## config.mk

```make
export PLATFORM = sky130hd
export DESIGN_NAME = time_keeper
export DESIGN_NICKNAME = d
export VERILOG_FILES = /design/src/rtl/time_keeper.sv
export SDC_FILE = /design/constraint.sdc
export NUM_CORES = 1
export LEC_CHECK = 0
export BUFFER_PORTS_ARGS = -buffer_cell sky130_fd_sc_hd__buf_2
export CAP_MARGIN = 20
export CORE_MARGIN = 2
export CORE_UTILIZATION = 35
export CTS_BUF_LIST = sky130_fd_sc_hd__clkbuf_8
export CTS_CLUSTER_SIZE = 30
export DETAILED_ROUTE_END_ITERATION = 6
export MAX_ROUTING_LAYER = met4
export SYNTH_ARGS = -nofsm -noshare
export SYNTH_HDL_FRONTEND = slang
export SYNTH_SLANG_ARGS = --single-unit
export TNS_END_PERCENT = 10
```

## constraint.sdc

```tcl
create_clock -name clk -period 10 [get_ports clk]
set_input_delay 3 -clock clk [delete_from_list [all_inputs] [get_ports clk]]
set_output_delay 3 -clock clk [all_outputs]
set_load 0.01 [all_outputs]
```

## src/rtl/time_keeper.sv

```systemverilog
// time_keeper: hh:mm:ss timekeeper with selectable tick rate, run/set FSM,
// 12/24-hour display, set-mode blink strobe and hourly chime.
// Ports:
//   clk, RST           clock, asynchronous active-high reset
//   speed_sel[1:0]     tick-rate select (TICK_HZ0..3)
//   key_mode, key_inc  debounced single-cycle key pulses
//   mode_12h           1 = 12-hour display
//   disp_dat_0..5[3:0] BCD digits ss, mm, hh (hours display-converted)
//   set_field[1:0]     0=RUN 1=hours 2=minutes 3=seconds
//   blink              field-blank strobe, 0 in RUN
//   pm                 afternoon flag in 12-hour mode
//   LED                one-cycle hourly chime
module time_keeper #(
    parameter int unsigned CLK_FREQ = 50_000_000,
    parameter int unsigned TICK_HZ0 = 1,
    parameter int unsigned TICK_HZ1 = 10,
    parameter int unsigned TICK_HZ2 = 100,
    parameter int unsigned TICK_HZ3 = 1000,
    parameter int unsigned BLINK_HZ = 2
) (
    input  logic       clk,
    input  logic       RST,
    input  logic [1:0] speed_sel,
    input  logic       key_mode,
    input  logic       key_inc,
    input  logic       mode_12h,
    output logic [3:0] disp_dat_0,
    output logic [3:0] disp_dat_1,
    output logic [3:0] disp_dat_2,
    output logic [3:0] disp_dat_3,
    output logic [3:0] disp_dat_4,
    output logic [3:0] disp_dat_5,
    output logic [1:0] set_field,
    output logic       blink,
    output logic       pm,
    output logic       LED
);

    localparam int unsigned P0    = CLK_FREQ / TICK_HZ0;
    localparam int unsigned P1    = CLK_FREQ / TICK_HZ1;
    localparam int unsigned P2    = CLK_FREQ / TICK_HZ2;
    localparam int unsigned P3    = CLK_FREQ / TICK_HZ3;
    localparam int unsigned P01   = (P0 >= P1) ? P0 : P1;
    localparam int unsigned P23   = (P2 >= P3) ? P2 : P3;
    localparam int unsigned PMAX  = (P01 >= P23) ? P01 : P23;
    localparam int unsigned PRE_W = (PMAX > 1) ? $clog2(PMAX) : 1;
    localparam int unsigned BLK_HALF = CLK_FREQ / (2 * BLINK_HZ);
    localparam int unsigned BLK_W    = (BLK_HALF > 1) ? $clog2(BLK_HALF) : 1;

    typedef enum logic [1:0] {
        ST_RUN   = 2'd0,
        ST_SET_H = 2'd1,
        ST_SET_M = 2'd2,
        ST_SET_S = 2'd3
    } state_t;

    state_t             state_q, state_d;
    logic [PRE_W-1:0]   pre_q, pre_d;
    logic [PRE_W-1:0]   period_last_c;
    logic [1:0]         speed_q;
    logic               tick_c;
    logic [7:0]         sec_q, sec_d, min_q, min_d, hour_q, hour_d;
    logic               chime_q, chime_d;
    logic [BLK_W-1:0]   blk_cnt_q, blk_cnt_d;
    logic               blk_ph_q, blk_ph_d;
    logic [4:0]         hour_bin_c;
    logic [7:0]         disp_hour_c;
    logic               pm_c;

    // BCD minute/second increment, 59 wraps to 00
    function automatic logic [7:0] inc59(input logic [7:0] v);
        logic [7:0] r;
        r = v;
        if (v[3:0] == 4'd9) begin
            r[3:0] = 4'd0;
            r[7:4] = (v[7:4] == 4'd5) ? 4'd0 : v[7:4] + 4'd1;
        end else begin
            r[3:0] = v[3:0] + 4'd1;
        end
        return r;
    endfunction

    // BCD hour increment, 23 wraps to 00
    function automatic logic [7:0] inc23(input logic [7:0] v);
        logic [7:0] r;
        r = v;
        if (v == 8'h23) begin
            r = 8'h00;
        end else if (v[3:0] == 4'd9) begin
            r = {v[7:4] + 4'd1, 4'd0};
        end else begin
            r[3:0] = v[3:0] + 4'd1;
        end
        return r;
    endfunction

    // Prescaler terminal count for the selected rate
    always_comb begin
        period_last_c = '0;
        case (speed_sel)
            2'd0:    period_last_c = PRE_W'(P0 - 1);
            2'd1:    period_last_c = PRE_W'(P1 - 1);
            2'd2:    period_last_c = PRE_W'(P2 - 1);
            default: period_last_c = PRE_W'(P3 - 1);
        endcase
    end

    // Next-state: FSM, prescaler, time counters, chime, blink phase
    always_comb begin
        state_d   = state_q;
        pre_d     = '0;
        tick_c    = 1'b0;
        sec_d     = sec_q;
        min_d     = min_q;
        hour_d    = hour_q;
        chime_d   = 1'b0;
        blk_cnt_d = '0;
        blk_ph_d  = 1'b0;

        if (key_mode) begin
            case (state_q)
                ST_RUN:   state_d = ST_SET_H;
                ST_SET_H: state_d = ST_SET_M;
                ST_SET_M: state_d = ST_SET_S;
                default:  state_d = ST_RUN;
            endcase
        end

        // A rate change restarts the period without ticking
        if (state_q == ST_RUN && speed_sel == speed_q) begin
            if (pre_q == period_last_c) begin
                tick_c = 1'b1;
            end else begin
                pre_d = pre_q + PRE_W'(1);
            end
        end

        if (tick_c) begin
            sec_d = inc59(sec_q);
            if (sec_q == 8'h59) begin
                min_d = inc59(min_q);
                if (min_q == 8'h59) begin
                    hour_d  = inc23(hour_q);
                    chime_d = 1'b1;
                end
            end
        end else if (key_inc && !key_mode) begin
            case (state_q)
                ST_SET_H: hour_d = inc23(hour_q);
                ST_SET_M: min_d  = inc59(min_q);
                ST_SET_S: sec_d  = inc59(sec_q);
                default:  ;
            endcase
        end

        if (state_q != ST_RUN) begin
            if (blk_cnt_q == BLK_W'(BLK_HALF - 1)) begin
                blk_ph_d = ~blk_ph_q;
            end else begin
                blk_cnt_d = blk_cnt_q + BLK_W'(1);
                blk_ph_d  = blk_ph_q;
            end
        end
    end

    // 24h BCD hour to display hour and pm flag
    always_comb begin
        hour_bin_c  = 5'(hour_q[7:4]) * 5'd10 + 5'(hour_q[3:0]);
        disp_hour_c = hour_q;
        pm_c        = 1'b0;
        if (mode_12h) begin
            pm_c = (hour_bin_c >= 5'd12);
            if (hour_bin_c == 5'd0) begin
                disp_hour_c = 8'h12;
            end else if (hour_bin_c > 5'd21) begin
                disp_hour_c = {4'd1, 4'(hour_bin_c - 5'd22)};
            end else if (hour_bin_c > 5'd12) begin
                disp_hour_c = {4'd0, 4'(hour_bin_c - 5'd12)};
            end
        end
    end

    // Internal state registers
    always_ff @(posedge clk or posedge RST) begin
        if (RST) begin
            state_q   <= ST_RUN;
            pre_q     <= '0;
            speed_q   <= 2'd0;
            sec_q     <= 8'h00;
            min_q     <= 8'h00;
            hour_q    <= 8'h00;
            chime_q   <= 1'b0;
            blk_cnt_q <= '0;
            blk_ph_q  <= 1'b0;
        end else begin
            state_q   <= state_d;
            pre_q     <= pre_d;
            speed_q   <= speed_sel;
            sec_q     <= sec_d;
            min_q     <= min_d;
            hour_q    <= hour_d;
            chime_q   <= chime_d;
            blk_cnt_q <= blk_cnt_d;
            blk_ph_q  <= blk_ph_d;
        end
    end

    // Output registers, one cycle behind the internal state
    always_ff @(posedge clk or posedge RST) begin
        if (RST) begin
            disp_dat_0 <= 4'd0;
            disp_dat_1 <= 4'd0;
            disp_dat_2 <= 4'd0;
            disp_dat_3 <= 4'd0;
            disp_dat_4 <= 4'd0;
            disp_dat_5 <= 4'd0;
            set_field  <= 2'd0;
            blink      <= 1'b0;
            pm         <= 1'b0;
            LED        <= 1'b0;
        end else begin
            disp_dat_0 <= sec_q[3:0];
            disp_dat_1 <= sec_q[7:4];
            disp_dat_2 <= min_q[3:0];
            disp_dat_3 <= min_q[7:4];
            disp_dat_4 <= disp_hour_c[3:0];
            disp_dat_5 <= disp_hour_c[7:4];
            set_field  <= 2'(state_q);
            blink      <= blk_ph_q & (state_q != ST_RUN);
            pm         <= pm_c;
            LED        <= chime_q;
        end
    end

endmodule

```

# == Yosys cells after proc, flatten, opt, wreduce, memory -nomap -nowiden ==
# Index checks and enable logic that the tools add are counted.
# totals
regBits,109
inputBits,7
out_inout_bits,29
word_cells,108
# op_classes
addsub,11
n_mul,1
order_cmp,3
eq_ne,19
muxes,39
n_bitwise,2
reduce_logical,14
# op_table
operator,n
two-way mux 8 bit,17
one-hot mux 26 bit (3 select lines),1
two-way mux 26 bit,2
two-way mux 24 bit,2
two-way mux 4 bit,8
adder 26 x 1 -> 26 bit (second input constant),1
equality test 26 bit,1
adder 24 x 1 -> 24 bit (second input constant),1
adder 4 x 1 -> 4 bit (second input constant),6
equality test 24 bit (second input constant),1
equality test 8 x 7 -> 1 bit (second input constant),2
equality test 4 bit (second input constant),3
nonzero test 2 bit,5
equality test 4 x 3 -> 1 bit (second input constant),2
equality test 8 x 6 -> 1 bit (second input constant),1
two-way mux 1 bit,8
equality test 2 bit (second input constant),3
inequality test 2 x 1 -> 1 bit (second input constant),3
one-hot mux 2 bit (3 select lines),1
adder 5 x 4 -> 5 bit,1
greater-or-equal comparator 5 x 4 -> 1 bit (second input constant),1
> comparator 5 x 4 -> 1 bit (second input constant),1
> comparator 5 bit (second input constant),1
zero test 5 bit,1
other kinds (13),16

# == Logic depth before layout (Yosys ltp) ==
# logic_depth
word_depth,7
mapped_depth,9
mapped_depth_nobuf,9

# == Worst setup path after synthesis ==
# Ideal clock, no wire load.
# synth_path
path_type,input port to flip-flop
from,input speed_sel[0]
to,register hour_q[4]
setup_ps,128
t_arrival_ps,5471
required_time_ps,9872
setup_slack_ps,4402
stages,9
path_buffers,1
path_cell_list,inv_1 > ha_1 > a2111oi_0 > o21ai_0 > or4_4 > or4_4 > buf_6 > a21oi_2 > mux2_1
# synth_between
elab_chain_len,7
elab_cells_between_ends,15
classes_between,6 x eq/ne; 4 x mux; 5 x reduce/logical
# synth_rtl
element,line,source
from (decl),23,"input logic [1:0] speed_sel,"
"equality test 2 bit, or another cell as far along",100,case (speed_sel)
one-hot mux 26 bit (3 select lines),100,
equality test 26 bit,131,if (pre_q == period_last_c) begin
two-way mux 1 bit,131,
two-way mux 1 bit (*),130,if (state_q == ST_RUN && speed_sel == speed_q) begin
inequality test 2 x 1 -> 1 bit (no source line) / nonzero test 2 bit (equally long branches),-,
AND reduction 4 bit (no source line),-,
to (signal assigned),201,hour_q <= hour_d;
to (decl),62,"logic [7:0] sec_q, sec_d, min_q, min_d, hour_q, hour_d;"
# Mark *: on every way between the ends. The rest lies on a longest branch, timed or not.
# A chain may end at the register's enable or synchronous reset.

# == Final worst setup path ==
# Same ends and word-level chain as after synthesis.

==> metrics <==
cell row count=45; synth warn=0; Peak VDD IR=between 70 and 80 uV; IO Pins=36; RSZ-0062 raised after global routing=false; hold bufs inserted after CTS=0; Die X=about 130 um; initial antenna violation count=0; Post-CTS Setup Repair Bufs=0; clk root buf=clkbuf_8; PwrDens=roughly 200 nW/um2; die height=around 130 um; Core Util, Final=between 30% and 40%; area of the multi-input gates=approximately 2600 um2; asr flop ratio synth=100%; gp weighted congestion=around 0.9; ANT nets after route=0; residual DRC count=0; CP required=between 10 and 15 ns; nets=around 600; Vias per Instance=5.01; TNS Setup=0 ns; Slew Limit Fails=0; Post-synth EDFFs=0; syn avg cell area=10.1 um2; die area=~17000 um2; FF-to-FF setup slack=~7.0 ns; Clock transition at path regs=around 0.1 ns; Starting Density=a little over a third; DP HPWL=7.66 mm; synth-to-layout area growth=10.0%; synthesis-stage register bit count=between 100 and 150; Crit path arrival time=just under 6 ns; DRT iter0 DRCs=between 300 and 400; WL per Instance=between 10 and 15 um; Skew-Pair Late Insertion Delay=roughly 0.39 ns; Max-Cap Viols=0; final setup fails=0; Post-Synthesis Cells=546; Worst Clk Skew=about 0.016 ns; All-Layer GR Usage=between 10% and 20%; Routed WL=approximately 11 mm; sequential area share after synthesis=49.2%; number of global-route vias before repair=between 3000 and 4000; Fill cells=roughly 1600; commonest non-fill, non-tap cell in the layout=dfrtp_1; Pre-antenna DRT Iters=4; max_slew headroom=a little over two fifths; nature of the critical path endpoint=flop; Register Area=~2700 um2; Max Clk Rate=~0.18 GHz; post-CTS sizing=0; grt ovf=0; Num CTS Buffers=9; LEAKAGE=~2.7 nW; antenna cells=0; CTS tree=done; HP Class=reg -> reg; largest net degree at the start of global routing=62; Slew @ Worst Pin=between 0.8 and 0.9 ns; fin crit period=roughly 5.6 ns; Syn Nets=around 580; crit start category=input pin; CTS Buffer Depth=2; first-pass GRT wire length=between 15 and 20 mm; Post-Synthesis Cell Area=5540 um2; Tcrit/Tclk final=a little under three fifths; Core ar.=~15000 um2; status=completed; Netlist cell types=67; vias=between 3000 and 4000; main flop type after synthesis=dfrtp_1; share of cells above drive strength 1=roughly 11%; port bufs=35; H-tree Lvls=3; crit path kind=in -> reg; Crit Path Max Fanout=8; final hold viol count=0; commonest cells after routing, fill and taps aside=dfrtp_1, nor2_1, nand2_1, buf_2, xor2_1; clock sink count=about 110
[worst max-delay path, stage by stage]
cell and delay [ns]:
buf_2 0.18, inv_1 0.08, ha_1 0.22, a2111oi_0 0.51
o21ai_0 0.24, or4_4 0.47, or4_4 0.58, a21oi_2 0.23
mux2_1 0.35
[cell usage after synthesis (3+ instances only)]
library cell  number  area (um2)
a21oi_1            5        25.0
nand2b_1           3        18.8
nand4_1           12        75.1
dfrtp_1          109        2730
nand3_1           31         155
mux2_1             3        33.8
and4_1             6        52.6
a31oi_1            5        31.3
nor2b_1            8        50.1
nor4_1             3        18.8
mux2i_1            3        30.0
a21o_1             4        30.0
o22ai_1           10        62.6
o31ai_1            4        30.0
xnor2_1           30         263
and2_1             6        37.5
ha_1              25         313
nor3_1            13        65.1
nand2_1           35         131
xor2_1            34         298
inv_1             24        90.1
o21ai_0            8        40.0
nor3b_1            8        60.1
and3_1            11        68.8
clkbuf_1          16        60.1
nor2_1            76         285
[final cells by class]
type | instances | area share [%]
inverters | 24 | 1.52
repair buffers | 36 | 3.00
multi-input cells | 394 | 43.4
clock buffers | 10 | 2.26
clock inverters | 6 | 0.780
well taps | 211 | 4.33
flip-flops and latches | 109 | 44.8
[worst paths after layout]
check | cells after the start | start | to
hold reg to reg | 0 | chime_q | LED
hold / removal | 0 | chime_q | LED
min in group asynchronous | 2 | RST | disp_dat_5[1]
setup reg to reg | 7 | pre_q[0] | hour_q[4]
max in group asynchronous | 3 | RST | sec_q[0]
setup / recovery | 9 | speed_sel[0] | hour_q[4]
[layer usage]
| layer | GRT usage (%) | wire length, um | up-vias |
|---|---|---|---|
| met1 | 18.3 | 5130 | 1927 |
| met3 | 3.40 | 433 | 14 |
| met4 | 5.06 | 174 | 0 |
| li1 | - | - | 1941 |
| met5 | - | 0 | - |
| met2 | 21.9 | 5010 | 77 |
[flip-flops by register name (all words and copies together) (netlist names)]
register and cells:
disp_dat_3 4, hour_q 8, LED 1, disp_dat_1 4, min_q 8, blk_ph_q 1, blk_cnt_q 24, disp_dat_5 4
disp_dat_2 4, pm 1, disp_dat_4 4, state_q 2, sec_q 8, set_field 2, speed_q 2, chime_q 1
pre_q 26, disp_dat_0 4, blink 1
[per-stage QoR]
step / cells / area (um2) / setup WS [ns] / power, mW / hold slack, ns
3_5_place_dp: 774 / 5910 / 4.02 / 0.957 / 0.347
3_3_place_gp: 774 / 5910 / 4.05 / 0.940 / 0.338
6_report: 790 / 6090 / 4.40 / 1.20 / 0.365
2_1_floorplan: 546 / 5540 / 4.13 / 0.849 / 0.331
5_1_grt: 790 / 6090 / 4.19 / 1.29 / 0.368
4_1_cts: 790 / 6090 / 4.44 / 1.22 / 0.362
[power breakdown]
group / internal, mW / switching [mW]
registers: 0.513 / 0.0725
clock network: 0.0997 / 0.153
logic: 0.152 / 0.207
[logic make-up after synthesis]
kind of cell | synth area share, %
simple gates | 21.5
flops | 49.2
fa+ha+maj | 6.01
mux | 1.83
xor+xnor | 10.1
buf+inv | 3.07
compound gates | 8.20
(Power assumes the default switching activity.)
